[src/rtl/ysyx_24100005_mem_arbiter_pkg.sv]
`default_nettype none
// ============================================================================
// Module   : ysyx_24100005_arb_pkg
// Brief    : Shared types and constants for the NPC data-memory arbiter.
// Revision : 1.0 - initial release
// ============================================================================
package ysyx_24100005_arb_pkg;

    typedef enum logic [1:0] {
        IDLE  = 2'd0,
        ISSUE = 2'd1,
        WAIT  = 2'd2,
        RESP  = 2'd3
    } arb_state_t;

    typedef enum logic {
        OWN_IFU = 1'b0,
        OWN_LSU = 1'b1
    } arb_owner_t;

    // Read data returned alongside a timeout error response.
    localparam logic [31:0] c_err_rdata = 32'h0;

endpackage
`default_nettype wire

[src/rtl/ysyx_24100005_mem_arbiter_if.sv]
`default_nettype none
// ============================================================================
// Module   : ysyx_24100005_mem_arbiter_if
// Brief    : Request/response bus shared by the IFU, LSU and memory sides.
// Revision : 1.0 - initial release
// ============================================================================
interface ysyx_24100005_mem_arbiter_if #(
    parameter int ADDR_W = 32,
    parameter int DATA_W = 32
);
    logic              req_valid;
    logic              req_ready;
    logic [ADDR_W-1:0] addr;
    logic              wen;
    logic [DATA_W-1:0] wdata;
    logic [7:0]        wmask;
    logic              resp_valid;
    logic [DATA_W-1:0] rdata;

    modport master (
        output req_valid, addr, wen, wdata, wmask,
        input  req_ready, resp_valid, rdata
    );

    modport slave (
        input  req_valid, addr, wen, wdata, wmask,
        output req_ready, resp_valid, rdata
    );
endinterface
`default_nettype wire

[src/rtl/ysyx_24100005_mem_arbiter_grant.sv]
`default_nettype none
// ============================================================================
// Module   : ysyx_24100005_arb_grant
// Brief    : Grant picker; round-robin with last_grant when ARB_RR_EN is
//            defined, otherwise fixed LSU-over-IFU priority.
// Revision : 1.0 - initial release
// ============================================================================
module ysyx_24100005_arb_grant
    import ysyx_24100005_arb_pkg::*;
(
    input  logic       clk,
    input  logic       rst,
    input  logic       i_ifu_valid,
    input  logic       i_lsu_valid,
    input  logic       i_accept,
    output arb_owner_t o_grant
);

`ifdef ARB_RR_EN
    arb_owner_t r_last_grant;

    always_ff @(posedge clk or posedge rst) begin
        if (rst) begin
            r_last_grant <= OWN_IFU;
        end else if (i_accept) begin
            r_last_grant <= o_grant;
        end
    end

    // On contention the requester not served last time wins.
    always_comb begin
        o_grant = OWN_IFU;
        if (i_ifu_valid && i_lsu_valid) begin
            o_grant = (r_last_grant == OWN_IFU) ? OWN_LSU : OWN_IFU;
        end else if (i_lsu_valid) begin
            o_grant = OWN_LSU;
        end
    end
`else
    logic w_unused;
    assign w_unused = &{1'b0, clk, rst, i_accept, i_ifu_valid};

    assign o_grant = i_lsu_valid ? OWN_LSU : OWN_IFU;
`endif

endmodule
`default_nettype wire

[src/rtl/ysyx_24100005_mem_arbiter.sv]
`default_nettype none
// ============================================================================
// Module   : ysyx_24100005_mem_arbiter
// Brief    : IFU/LSU arbiter and single-outstanding sequencer for the NPC data
//            memory port, with transaction timeout. Macro: ARB_RR_EN.
// Revision : 1.0 - initial release
// ============================================================================
module ysyx_24100005_mem_arbiter
    import ysyx_24100005_arb_pkg::*;
#(
    parameter int ADDR_W      = 32,
    parameter int DATA_W      = 32,
    parameter int TIMEOUT_CYC = 255
) (
    input  logic                        clk,
    input  logic                        rst,
    ysyx_24100005_mem_arbiter_if.slave  ifu,
    ysyx_24100005_mem_arbiter_if.slave  lsu,
    ysyx_24100005_mem_arbiter_if.master mem,
    output logic                        bus_err
);

    localparam int CNT_W = (TIMEOUT_CYC > 2) ? $clog2(TIMEOUT_CYC) : 1;
    // Counter is 0 in the first ISSUE cycle, so the last allowed busy cycle
    // (accept + TIMEOUT_CYC - 1) sees TIMEOUT_CYC - 2.
    localparam logic [CNT_W-1:0] c_cnt_last = CNT_W'(TIMEOUT_CYC - 2);

    arb_state_t        r_state;
    arb_state_t        w_state_next;
    arb_owner_t        r_owner;
    arb_owner_t        w_grant;
    logic [ADDR_W-1:0] r_addr;
    logic              r_wen;
    logic [DATA_W-1:0] r_wdata;
    logic [7:0]        r_wmask;
    logic [DATA_W-1:0] r_rdata;
    logic [CNT_W-1:0]  r_cnt;
    logic              r_err;

    logic w_any_req;
    logic w_accept;
    logic w_busy;
    logic w_timeout;
    logic w_mem_resp;
    logic w_unused_ifu;

    assign w_any_req  = ifu.req_valid | lsu.req_valid;
    assign w_accept   = (r_state == IDLE) & w_any_req;
    assign w_busy     = (r_state == ISSUE) | (r_state == WAIT);
    assign w_timeout  = w_busy & (r_cnt == c_cnt_last);
    assign w_mem_resp = (r_state == WAIT) & mem.resp_valid;

    // The IFU only reads; its write-side bus fields are never sampled.
    assign w_unused_ifu = &{1'b0, ifu.wen, ifu.wdata, ifu.wmask};

    ysyx_24100005_arb_grant u_grant (
        .clk         (clk),
        .rst         (rst),
        .i_ifu_valid (ifu.req_valid),
        .i_lsu_valid (lsu.req_valid),
        .i_accept    (w_accept),
        .o_grant     (w_grant)
    );

    always_ff @(posedge clk or posedge rst) begin
        if (rst) begin
            r_state <= IDLE;
        end else begin
            r_state <= w_state_next;
        end
    end

    always_comb begin
        w_state_next = r_state;
        case (r_state)
            IDLE:    if (w_any_req) w_state_next = ISSUE;
            ISSUE: begin
                if (w_timeout)          w_state_next = RESP;
                else if (mem.req_ready) w_state_next = WAIT;
            end
            // A response landing on the timeout cycle still counts as a response.
            WAIT:    if (mem.resp_valid || w_timeout) w_state_next = RESP;
            RESP:    w_state_next = IDLE;
            default: w_state_next = IDLE;
        endcase
    end

    always_ff @(posedge clk or posedge rst) begin
        if (rst) begin
            r_owner <= OWN_IFU;
            r_addr  <= '0;
            r_wen   <= 1'b0;
            r_wdata <= '0;
            r_wmask <= '0;
            r_rdata <= '0;
            r_cnt   <= '0;
            r_err   <= 1'b0;
        end else if (w_accept) begin
            r_owner <= w_grant;
            r_rdata <= '0;
            r_cnt   <= '0;
            r_err   <= 1'b0;
            if (w_grant == OWN_LSU) begin
                r_addr  <= lsu.addr;
                r_wen   <= lsu.wen;
                r_wdata <= lsu.wdata;
                r_wmask <= lsu.wmask;
            end else begin
                r_addr  <= ifu.addr;
                r_wen   <= 1'b0;
                r_wdata <= '0;
                r_wmask <= '0;
            end
        end else if (w_mem_resp) begin
            r_rdata <= r_wen ? '0 : mem.rdata;
        end else if (w_timeout) begin
            r_rdata <= DATA_W'(c_err_rdata);
            r_err   <= 1'b1;
        end else if (w_busy) begin
            r_cnt <= r_cnt + 1'b1;
        end
    end

    always_comb begin
        ifu.req_ready  = 1'b0;
        lsu.req_ready  = 1'b0;
        mem.req_valid  = 1'b0;
        ifu.resp_valid = 1'b0;
        lsu.resp_valid = 1'b0;
        bus_err        = 1'b0;
        case (r_state)
            IDLE: begin
                ifu.req_ready = ifu.req_valid & (w_grant == OWN_IFU);
                lsu.req_ready = lsu.req_valid & (w_grant == OWN_LSU);
            end
            ISSUE:   mem.req_valid = ~w_timeout;
            RESP: begin
                ifu.resp_valid = (r_owner == OWN_IFU);
                lsu.resp_valid = (r_owner == OWN_LSU);
                bus_err        = r_err;
            end
            default: ;
        endcase
    end

    assign ifu.rdata = ((r_state == RESP) && (r_owner == OWN_IFU)) ? r_rdata : '0;
    assign lsu.rdata = ((r_state == RESP) && (r_owner == OWN_LSU)) ? r_rdata : '0;
    assign mem.addr  = r_addr;
    assign mem.wen   = r_wen;
    assign mem.wdata = r_wdata;
    assign mem.wmask = r_wmask;

endmodule
`default_nettype wire

[src/flat_wrapper.sv]
// flat-port wrapper written by rule: the top's interface ports become plain ports
module ysyx_24100005_mem_arbiter_flat import ysyx_24100005_arb_pkg::*;
#(
    parameter int ADDR_W      = 32,
    parameter int DATA_W      = 32,
    parameter int TIMEOUT_CYC = 255
)
  (clk, rst, bus_err, ifu_req_valid, ifu_addr, ifu_wen, ifu_wdata, ifu_wmask, ifu_req_ready, ifu_resp_valid, ifu_rdata, lsu_req_valid, lsu_addr, lsu_wen, lsu_wdata, lsu_wmask, lsu_req_ready, lsu_resp_valid, lsu_rdata, mem_req_valid, mem_addr, mem_wen, mem_wdata, mem_wmask, mem_req_ready, mem_resp_valid, mem_rdata);
  ysyx_24100005_mem_arbiter_if #(.ADDR_W(ADDR_W), .DATA_W(DATA_W)) ifu_i ();
  ysyx_24100005_mem_arbiter_if #(.ADDR_W(ADDR_W), .DATA_W(DATA_W)) lsu_i ();
  ysyx_24100005_mem_arbiter_if #(.ADDR_W(ADDR_W), .DATA_W(DATA_W)) mem_i ();
  input  logic clk;
  input  logic rst;
  output logic bus_err;
  input wire logic [$bits(ifu_i.req_valid)-1:0] ifu_req_valid;
  input wire logic [$bits(ifu_i.addr)-1:0] ifu_addr;
  input wire logic [$bits(ifu_i.wen)-1:0] ifu_wen;
  input wire logic [$bits(ifu_i.wdata)-1:0] ifu_wdata;
  input wire logic [$bits(ifu_i.wmask)-1:0] ifu_wmask;
  output wire logic [$bits(ifu_i.req_ready)-1:0] ifu_req_ready;
  output wire logic [$bits(ifu_i.resp_valid)-1:0] ifu_resp_valid;
  output wire logic [$bits(ifu_i.rdata)-1:0] ifu_rdata;
  input wire logic [$bits(lsu_i.req_valid)-1:0] lsu_req_valid;
  input wire logic [$bits(lsu_i.addr)-1:0] lsu_addr;
  input wire logic [$bits(lsu_i.wen)-1:0] lsu_wen;
  input wire logic [$bits(lsu_i.wdata)-1:0] lsu_wdata;
  input wire logic [$bits(lsu_i.wmask)-1:0] lsu_wmask;
  output wire logic [$bits(lsu_i.req_ready)-1:0] lsu_req_ready;
  output wire logic [$bits(lsu_i.resp_valid)-1:0] lsu_resp_valid;
  output wire logic [$bits(lsu_i.rdata)-1:0] lsu_rdata;
  output wire logic [$bits(mem_i.req_valid)-1:0] mem_req_valid;
  output wire logic [$bits(mem_i.addr)-1:0] mem_addr;
  output wire logic [$bits(mem_i.wen)-1:0] mem_wen;
  output wire logic [$bits(mem_i.wdata)-1:0] mem_wdata;
  output wire logic [$bits(mem_i.wmask)-1:0] mem_wmask;
  input wire logic [$bits(mem_i.req_ready)-1:0] mem_req_ready;
  input wire logic [$bits(mem_i.resp_valid)-1:0] mem_resp_valid;
  input wire logic [$bits(mem_i.rdata)-1:0] mem_rdata;
  assign ifu_i.req_valid = ifu_req_valid;
  assign ifu_i.addr = ifu_addr;
  assign ifu_i.wen = ifu_wen;
  assign ifu_i.wdata = ifu_wdata;
  assign ifu_i.wmask = ifu_wmask;
  assign ifu_req_ready = ifu_i.req_ready;
  assign ifu_resp_valid = ifu_i.resp_valid;
  assign ifu_rdata = ifu_i.rdata;
  assign lsu_i.req_valid = lsu_req_valid;
  assign lsu_i.addr = lsu_addr;
  assign lsu_i.wen = lsu_wen;
  assign lsu_i.wdata = lsu_wdata;
  assign lsu_i.wmask = lsu_wmask;
  assign lsu_req_ready = lsu_i.req_ready;
  assign lsu_resp_valid = lsu_i.resp_valid;
  assign lsu_rdata = lsu_i.rdata;
  assign mem_req_valid = mem_i.req_valid;
  assign mem_addr = mem_i.addr;
  assign mem_wen = mem_i.wen;
  assign mem_wdata = mem_i.wdata;
  assign mem_wmask = mem_i.wmask;
  assign mem_i.req_ready = mem_req_ready;
  assign mem_i.resp_valid = mem_resp_valid;
  assign mem_i.rdata = mem_rdata;
  ysyx_24100005_mem_arbiter #(.ADDR_W(ADDR_W), .DATA_W(DATA_W), .TIMEOUT_CYC(TIMEOUT_CYC)) u_core (.clk(clk), .rst(rst), .ifu(ifu_i), .lsu(lsu_i), .mem(mem_i), .bus_err(bus_err));
endmodule
[config.mk]
export PLATFORM = sky130hd
export DESIGN_NAME = ysyx_24100005_mem_arbiter_flat
export DESIGN_NICKNAME = d
export VERILOG_FILES = /design/src/rtl/ysyx_24100005_mem_arbiter_pkg.sv /design/src/rtl/ysyx_24100005_mem_arbiter_if.sv /design/src/rtl/ysyx_24100005_mem_arbiter_grant.sv /design/src/rtl/ysyx_24100005_mem_arbiter.sv /design/src/flat_wrapper.sv
export SDC_FILE = /design/constraint.sdc
export NUM_CORES = 1
export LEC_CHECK = 0
export ABC_CLOCK_PERIOD_IN_PS = 4400
export CAP_MARGIN = 30
export CORE_MARGIN = 5
export CORE_UTILIZATION = 34
export CTS_BUF_LIST = sky130_fd_sc_hd__clkbuf_2 sky130_fd_sc_hd__clkbuf_4 sky130_fd_sc_hd__clkbuf_8
export DETAILED_ROUTE_END_ITERATION = 16
export GPL_TIMING_DRIVEN = 1
export PLACE_DENSITY_LB_ADDON = 0.2
export SLEW_MARGIN = 20
export SYNTH_ARGS = -nofsm -noshare
export SYNTH_HDL_FRONTEND = slang
export SYNTH_HIERARCHICAL = 1
export SYNTH_SLANG_ARGS = --single-unit
[constraint.sdc]
create_clock -name clk -period 4.4 [get_ports clk]
set_input_delay 1.1 -clock clk [delete_from_list [all_inputs] [get_ports clk]]
set_output_delay 1.1 -clock clk [all_outputs]
set_load 0.005 [all_outputs]
==> results of run 1 <==
[stage by stage]
stage	hold slack, ps	total power, uW	instances	cell area (um2)
2_1_floorplan	458	2920	467	5260
3_3_place_gp	463	4070	907	8230
3_5_place_dp	470	4140	907	8230
4_1_cts	486	5120	939	8620
5_1_grt	508	5450	941	8670
6_report	480	5090	941	8670
[critical path, cell delays in order (launching register included)]
cell	delay [ps]
dfrtp_1	440
ha_1	170
buf_4	270
nor2b_1	170
buf_4	290
and2_1	210
clkdlybuf4s50_1	510
[final cells by class]
cell class,count,area [um2],share of cell area
Multi-Input combinational cell,303,2130,0.246
Sequential cell,117,2930,0.338
Timing Repair Buffer,293,2960,0.341
Inverter,8,32.5,0.00375
Clock buffer,21,283,0.0326
Tap cell,188,235,0.0271
Clock inverter,11,103,0.0118
[per-layer routing]
metal | vias to the layer above | wire (um) | GRT usage
li1 | 2218 | - | -
met1 | 2195 | 6690 | 0.218
met2 | 191 | 8200 | 0.308
met3 | 22 | 1360 | 0.0608
met4 | 0 | 305 | 0.0628
met5 | - | 0 | 0
[power by group through the flow]
stage	Combinational [uW]	Clock, uW	Sequential, uW
after global placement	2140	0	1930
after CTS	2200	980	1940
after floorplan	1030	0	1890
final	2210	943	1940
after detailed placement	2190	0	1950
after global routing	2410	1030	2020
[cells in the mapped netlist, types with 3 or more instances]
cell / instances / area share
a211oi_1: 4 / 0.0057
and2_1: 34 / 0.040
mux2i_1: 35 / 0.067
nand3_1: 4 / 0.0038
ha_1: 6 / 0.014
nand2_1: 41 / 0.029
inv_1: 7 / 0.0050
buf_1: 7 / 0.0050
dfrtp_1: 117 / 0.56
nor2_1: 11 / 0.0079
clkbuf_1: 17 / 0.012
o21ai_0: 33 / 0.031
a21oi_1: 4 / 0.0038
buf_2: 9 / 0.0086
a22o_1: 73 / 0.12
buf_6: 4 / 0.0086
and3_1: 35 / 0.042
xnor2_1: 3 / 0.0050
[cells by family after synthesis]
family / count (synthesis) / share of synthesized area
AND/OR/NAND/NOR: 135 / 0.138
buffers and inverters: 47 / 0.0428
AO/OA/AOI/OAI: 123 / 0.175
multiplexers: 35 / 0.0666
adder cells (fa/ha/maj): 6 / 0.0143
flip-flops: 117 / 0.557
XOR/XNOR: 4 / 0.00666
[registers in the layout (all words and copies together), names as in the netlist]
register / cells
u_core/r_owner: 1
u_core/r_state: 2
u_core/r_err: 1
u_core/mem.wmask: 8
u_core/mem.addr: 32
u_core/mem.wdata: 32
u_core/mem.wen: 1
u_core/r_cnt: 8
u_core/r_rdata: 32
[path summary, 6_finish.rpt]
check                      depth (start not counted)                  end                from
max                                                6         ifu_rdata[0]   u_core/r_state[0]
min                                                2   u_core/mem.addr[8]  u_core/mem.addr[8]
max reg2reg                                        7    u_core/r_rdata[9]   u_core/r_state[0]
min reg2reg                                        2   u_core/mem.addr[8]  u_core/mem.addr[8]
max in group asynchronous                          3    u_core/r_rdata[3]                 rst
min in group asynchronous                          2  u_core/mem.addr[25]                 rst
==> summary.md, run 1 <==
| Metric | Value |
|---|---|
| Number of synthesis warnings | 6 |
| Initial antenna violation count | 0 |
| Vias/cell | 4.92 |
| DRT Pass-1 Iters | 4 |
| Total number of vias | 4626 |
| WP data arrival | 2490 ps |
| Bufs on Longest Clock Path | 2 |
| Setup WS pre-CTS | 921 ps |
| Kind of critical path | reg2out |
| Number of enable flip-flop cells after synthesis | 0 |
| Internal | 3370 uW |
| Width of the die | 134 um |
| Row cnt | 45 |
| Die H | 134 um |
| IO Pins | 327 |
| Most frequent cells in the layout | clkdlybuf4s50_1 (284), dfrtp_1 (117), a22o_1 (73), nand2_1 (41) |
| Num Clock Sinks | 117 |
| Num CTS Buffers | 17 |
| Logic pwr share | 0.434 |
| P_sw | 1720 uW |
| Final period util | 0.817 |
| Critical Path End Type | primary output |
| End-of-flow core utilization | 0.570 |
| CTS tree | yes |
| Crit path launch type | flip-flop |
| Critical Path RT | 3300 ps |
| DPL Wire Length | 12.2 mm |
| Main flop type after synthesis | dfrtp_1 |
| H-Tree Depth | 4 |
| R2r setup slk | 2090 ps |
| Hold buffers post-CTS | 0 |
| First-pass GRT wire length | 25.9 mm |
| Later-pin clock latency in the skew report | 430 ps |
| Syn Area/Cell | 11.3 um2 |
| Run status | completed |
| Vias in the first global route | 4816 |
| Setup Fix Bufs, Post-CTS | 0 |
| Syn Nets | 657 |
| Area grow syn2layout | 64.9% |
| #FFs+latches synth | 117 |
| Post-route ant nets | 0 |
| Setup violators final | 0 |
| Port-buffer cells | 285 |
| Slew margin rel. | 0.430 |
| Asr flop ratio synth | 1.00 |
| Worst-Margin Slew | 855 ps |
| Unrepaired setup endpoints after global routing | no |
| Max IR drop VDD | 324 uV |
| Syn Std Cell Area | 5260 um2 |
| Total Wirelength | 16.6 mm |
| NumNets Final | 930 |
| Synth Instances | 467 |
| Critical Path Fanout Max | 35 |
| Final Hold Vio Count | 0 |
| Static Leak | 0.00389 uW |
| Clock network fraction of design power | 0.185 |
| Hold WC Path Type | reg2reg |
| Pwr per Cell Area | 587 nW/um2 |
| DRC | 0 |
| Flop pwr share | 0.381 |
| Maxcap violations | 0 |
| Layout cells sized above 1 | 0.0677 |
| Clk root buf | clkbuf_8 |
| Most common cell after layout, fill and taps aside | clkdlybuf4s50_1 |
| Fillers | 1303 |
| Initial Utilization | 0.346 |
| Post-cts sizing count | 0 |
| Setup TNS Final | 0 ps |
| Min Tclk post-route | 3590 ps |
| Core footprint | 15200 um2 |
| Worst clock skew | 8.19 ps |
| Pins over their slew limit | 0 |
| Setup WS post-layout | 807 ps |
| # diodes | 0 |
| Overall routing resource usage | 0.182 |
| Switching part of the total | 0.337 |
| Netlist cell types | 38 |
| Sequential area share after synthesis | 0.557 |
| Grt ovf | 0 |
| Die area | 18100 um2 |
| GPL Wtd Cong | 0.798 |
| Largest net degree at the start of global routing | 110 |
| Max Freq | 278 MHz |
| DR iter-0 viols | 163 |
| Clk slew on worst S/H paths | 70 ps |
| WL per Instance | 17.6 um |
(Power assumes the default switching activity.)
==> run 2, diff against run 1 <==
--- a/config.mk
+++ b/config.mk
@@ -5,7 +5,7 @@
 export SDC_FILE = /design/constraint.sdc
 export NUM_CORES = 1
 export LEC_CHECK = 0
-export ABC_CLOCK_PERIOD_IN_PS = 4400
+export ABC_CLOCK_PERIOD_IN_PS = 2900
 export CAP_MARGIN = 30
 export CORE_MARGIN = 5
 export CORE_UTILIZATION = 34
==> constraint.sdc (replaced) <==
create_clock -name clk -period 2.9 [get_ports clk]
set_input_delay 0.725 -clock clk [delete_from_list [all_inputs] [get_ports clk]]
set_output_delay 0.725 -clock clk [all_outputs]
set_load 0.005 [all_outputs]
==> summary.md, run 2 (synthesized netlist as in run 1, its figures left out) <==
| Metric | Value |
|---|---|
| IO Pins | 327 |
| Final Hold Vio Count | 0 |
| Setup violators final | 0 |
| # diodes | 0 |
| Clk root buf | clkbuf_8 |
| WP data arrival | 2060 ps |
| Die H | 134 um |
| Width of the die | 134 um |
| Final period util | 0.960 |
| Initial antenna violation count | 0 |
| Kind of critical path | reg2out |
| Area grow syn2layout | 66.1% |
| WL per Instance | 17.6 um |
| Crit-path cells | ha_2, nor2b_4, buf_6, and2_1, clkdlybuf4s50_1 |
| First-pass GRT wire length | 26.0 mm |
| Inst Count DP | 913 |
| Num Clock Sinks | 117 |
| Largest net degree at the start of global routing | 87 |
| Critical Path End Type | primary output |
| DR iter-0 viols | 180 |
| Port-buffer cells | 285 |
| H-Tree Depth | 4 |
| Worst stage delay on the critical path | 500 ps |
| Static Leak | 0.00395 uW |
| Critical Path Fanout Max | 16 |
| Row cnt | 45 |
| NumNets Final | 938 |
| CP max stage cell | clkdlybuf4s50_1 |
| Vias in the first global route | 4890 |
| Crit path launch type | flip-flop |
| Tot Pwr | 7780 uW |
| Pins over their slew limit | 0 |
| Maxcap violations | 0 |
| Hold WC Path Type | reg2reg |
| Critical Path RT | 2170 ps |
| GPL Wtd Cong | 0.772 |
| Most common cell after layout, fill and taps aside | clkdlybuf4s50_1 |
| Vias/cell | 4.93 |
| Clk slew on worst S/H paths | 60 ps |
| DRC | 0 |
| R2r setup slk | 980 ps |
| Max IR drop VDD | 494 uV |
| Worst-Margin Slew | 440 ps |
| Most frequent cells in the layout | clkdlybuf4s50_1 (283), dfrtp_1 (116), a22o_1 (73), nand2_1 (41), mux2i_1 (35) |
| Total Wirelength | 16.7 mm |
| Initial Utilization | 0.346 |
| Setup WS pre-CTS | 291 ps |
| Slew margin rel. | 0.706 |
| Die area | 18100 um2 |
| Setup WS post-layout | 117 ps |
| Layout cells sized above 1 | 0.0817 |
| Pwr per Cell Area | 891 nW/um2 |
| Final cell count without fillers | 947 |
| CTS tree | yes |
| Post-route ant nets | 0 |
| Max Freq | 359 MHz |
| Run status | completed |
| DRT Pass-1 Iters | 4 |
| Later-pin clock latency in the skew report | 430 ps |
| Bufs on Longest Clock Path | 2 |
| Overall routing resource usage | 0.184 |
| Grt ovf | 0 |
| Hold buffers post-CTS | 0 |
| Num CTS Buffers | 17 |
| Core footprint | 15200 um2 |
| Min Tclk post-route | 2780 ps |
| Fillers | 1307 |
| DPL Wire Length | 12.4 mm |
| Worst clock skew | 12.4 ps |
| Total number of vias | 4666 |
## run 2: changes by cell type in the layout (fill, tap and decap cells not counted), sizes merged
cell,change
clkinvlp,-3
clkinv,+2
dlymetal6s2s,+1
inv,-1
bufinv,+1
clkdlybuf4s50,-1
clkbuf,-1
buf,+8
## run 2: layer usage
metal / global-route usage / share of wire / vias to the layer above
li1: - / - / 2227
met1: 0.212 / 0.40 / 2232
met2: 0.313 / 0.50 / 190
met3: 0.0705 / 0.083 / 17
met4: 0.0622 / 0.016 / 0
met5: 0 / 0 / -
## run 2: timing repair
item / CTS / global route
gates resized for setup: 5 / 7
cloned: 1 / 0
buffers inserted: 0 / 3
endpoints found under the hold margin: 0 / 0
endpoints found under the setup margin: 31 / 32
## run 2: final timing paths
| check | startpoint | endpoint | depth (start not counted) |
|---|---|---|---|
| worst max-delay path | u_core/r_state[1] | ifu_rdata[25] | 5 |
| worst min-delay path | u_core/mem.addr[19] | u_core/mem.addr[19] | 2 |
| worst max register to register | u_core/r_state[1] | u_core/r_cnt[2] | 6 |
| worst min register to register | u_core/mem.addr[19] | u_core/mem.addr[19] | 2 |
| max in group asynchronous | rst | u_core/r_state[0] | 3 |
| min in group asynchronous | rst | u_core/mem.addr[1] | 2 |
## run 2: report_power, final
| part | switching (uW) | total, uW | internal (uW) |
|---|---|---|---|
| Clock | 631 | 1420 | 787 |
| Sequential | 498 | 2910 | 2410 |
| Combinational | 1450 | 3460 | 2000 |
## run 2: final cells by class
| class | count | area [um2] | share of cell area |
|---|---|---|---|
| clock inverters | 10 | 109 | 0.0125 |
| repair buffers | 301 | 3020 | 0.346 |
| clock buffers | 20 | 263 | 0.0301 |
| well taps | 188 | 235 | 0.0269 |
| flip-flops and latches | 117 | 2930 | 0.335 |
| multi-input cells | 303 | 2140 | 0.245 |
| inverters | 8 | 33.8 | 0.00387 |
## run 2: per-stage QoR
| step | cell area (um2) | hold slack, ps | util | TNS [ps] |
|---|---|---|---|---|
| floorplan | 5260 | 458 | - | 0 |
| global placement | 8300 | 463 | 0.546 | 0 |
| detailed placement | 8300 | 469 | 0.546 | 0 |
| CTS | 8690 | 484 | 0.572 | 0 |
| global route | 8730 | 498 | 0.574 | -22.0 |
| finish | 8730 | 476 | 0.574 | 0 |
## run 2: critical path, delay by kind of cell, from the launching register on
family | cells | cell delay [ps]
buf+inv | 2 | 690
simple gates | 2 | 350
flops | 1 | 390
fa+ha+maj | 1 | 200
==> run 3, diff against run 2 <==
--- a/config.mk
+++ b/config.mk
@@ -13,6 +13,7 @@
 export DETAILED_ROUTE_END_ITERATION = 16
 export GPL_TIMING_DRIVEN = 1
 export PLACE_DENSITY_LB_ADDON = 0.2
+export RECOVER_POWER = 100
 export SLEW_MARGIN = 20
 export SYNTH_ARGS = -nofsm -noshare
 export SYNTH_HDL_FRONTEND = slang
==> summary.md, run 3 (synthesized netlist as in run 1, its figures left out) <==
| Metric | Value |
|---|---|
| Run status | completed |
| Final Hold Vio Count | 0 |
| WP data arrival | 2060 ps |
| Final instance area | 8670 um2 |
| Clk root buf | clkbuf_8 |
| Most frequent cells in the layout | clkdlybuf4s50_1 (209), dfrtp_1 (116), dlygate4sd3_1 (74), a22o_1 (73), nand2_1 (41) |
| Vias in the first global route | 4890 |
| Final period util | 0.960 |
| Setup WS post-layout | 117 ps |
| Min Tclk post-route | 2780 ps |
| Vias/cell | 4.95 |
| Critical Path RT | 2170 ps |
| First-pass GRT wire length | 26.0 mm |
| Later-pin clock latency in the skew report | 430 ps |
| End-of-flow core utilization | 0.570 |
| R2r setup slk | 390 ps |
| NumNets Final | 938 |
| Fillers | 1314 |
| IO Pins | 327 |
| Largest net degree at the start of global routing | 87 |
| Slew margin rel. | 0.0465 |
| Sequential cell area | 2930 um2 |
| Num CTS Buffers | 17 |
| H-Tree Depth | 4 |
| Hold-critical path endpoint | u_core/mem.addr[19] |
| Max Freq | 359 MHz |
| Static Leak | 0.00405 uW |
| Post-route ant nets | 0 |
| Pwr per Cell Area | 868 nW/um2 |
| Setup WS pre-CTS | 291 ps |
| Core footprint | 15200 um2 |
| Worst-Margin Slew | 1430 ps |
| Width of the die | 134 um |
| Total Wirelength | 16.6 mm |
| Maxcap violations | 0 |
| DRT Pass-1 Iters | 4 |
| Kind of critical path | reg2out |
| Row cnt | 45 |
| Overall routing resource usage | 0.184 |
| Grt ovf | 0 |
| Inst Count DP | 913 |
| Layout cells sized above 1 | 0.0777 |
| Die area | 18100 um2 |
| Multi-input logic area | 2130 um2 |
| Port-buffer cells | 285 |
| Worst clock skew | 13.3 ps |
| Die H | 134 um |
| Critical hold path startpoint | u_core/mem.addr[19] |
| Worst R2R Start | u_core/r_state[1] |
| Setup violators final | 0 |
| Initial antenna violation count | 0 |
| Most common cell after layout, fill and taps aside | clkdlybuf4s50_1 |
| CTS tree | yes |
| RR Endpoint | u_core/mem.addr[2] |
| DR iter-0 viols | 188 |
| DRC | 0 |
| Num Clock Sinks | 117 |
| Max IR drop VDD | 455 uV |
| Total number of vias | 4684 |
| Pins over their slew limit | 0 |
| Critical Path End Type | primary output |
| Initial Utilization | 0.346 |
| Hold buffers post-CTS | 0 |
| Critical Path Fanout Max | 16 |
| Bufs on Longest Clock Path | 2 |
| Number of cells on the worst reg-to-reg path | 5 |
| Final cell count without fillers | 947 |
| Hold depth | 2 |
| DPL Wire Length | 12.4 mm |
| GPL Wtd Cong | 0.772 |
| Crit path launch type | flip-flop |
| Clk slew on worst S/H paths | 60 ps |
| Area grow syn2layout | 64.9% |
| # diodes | 0 |
| Hold WC Path Type | reg2reg |
| Placed Area | 8300 um2 |
| WL per Instance | 17.5 um |
-- run 3: final cells by class --
cell class              count  share of cell area
repair buffers            301               0.343
flip-flops and latches    117               0.338
multi-input cells         303               0.245
clock buffers              20              0.0303
well taps                 188              0.0271
clock inverters            10              0.0126
inverters                   8             0.00361
-- run 3: layer usage --
layer	GRT usage	wire length [um]	share of wire
met5	0	0	0
met3	0.0705	1360	0.082
met2	0.313	8470	0.51
met4	0.0622	266	0.016
met1	0.212	6530	0.39
-- run 3: power breakdown --
| part | leakage, uW | switching, uW | internal (uW) | total, uW |
|---|---|---|---|---|
| sequential | 0.00152 | 469 | 2410 | 2880 |
| clock | 0.000191 | 629 | 787 | 1420 |
| combinational | 0.00234 | 1450 | 1790 | 3240 |
| total | 0.00405 | 2550 | 4980 | 7530 |
-- run 3: what timing repair did --
item	4_1_cts	5_1_grt
buffers inserted	0	3
gates resized for setup	5	7
hold endpoints to repair	0	0
setup endpoints to repair	31	32
pin swaps	0	0
gates cloned	1	0
-- run 3: stage by stage --
step	total power [uW]	TNS, ps	hold slack [ps]
4_1_cts	7850	0	484
2_1_floorplan	4430	0	458
6_report	7530	0	469
5_1_grt	8090	-22.0	493
3_5_place_dp	6340	0	469
3_3_place_gp	6210	0	463
-- run 3: worst max-delay path by stage --
stage	startpoint	endpoint	slack (ps)
finish	u_core/r_state[1]	ifu_rdata[25]	120
global route	u_core/r_state[1]	ifu_rdata[17]	-10
CTS	u_core/r_cnt[0]	mem_req_valid	1
detailed placement	ifu_req_valid	ifu_req_ready	290
global placement	ifu_req_valid	ifu_req_ready	280
floorplan	lsu_req_valid	lsu_req_ready	540
-- run 3: critical path: stages (launching register included) --
cell and delay [ps]:
dfrtp_1 390, ha_2 200, nor2b_4 220, buf_6 190, and2_1 130, clkdlybuf4s50_1 500
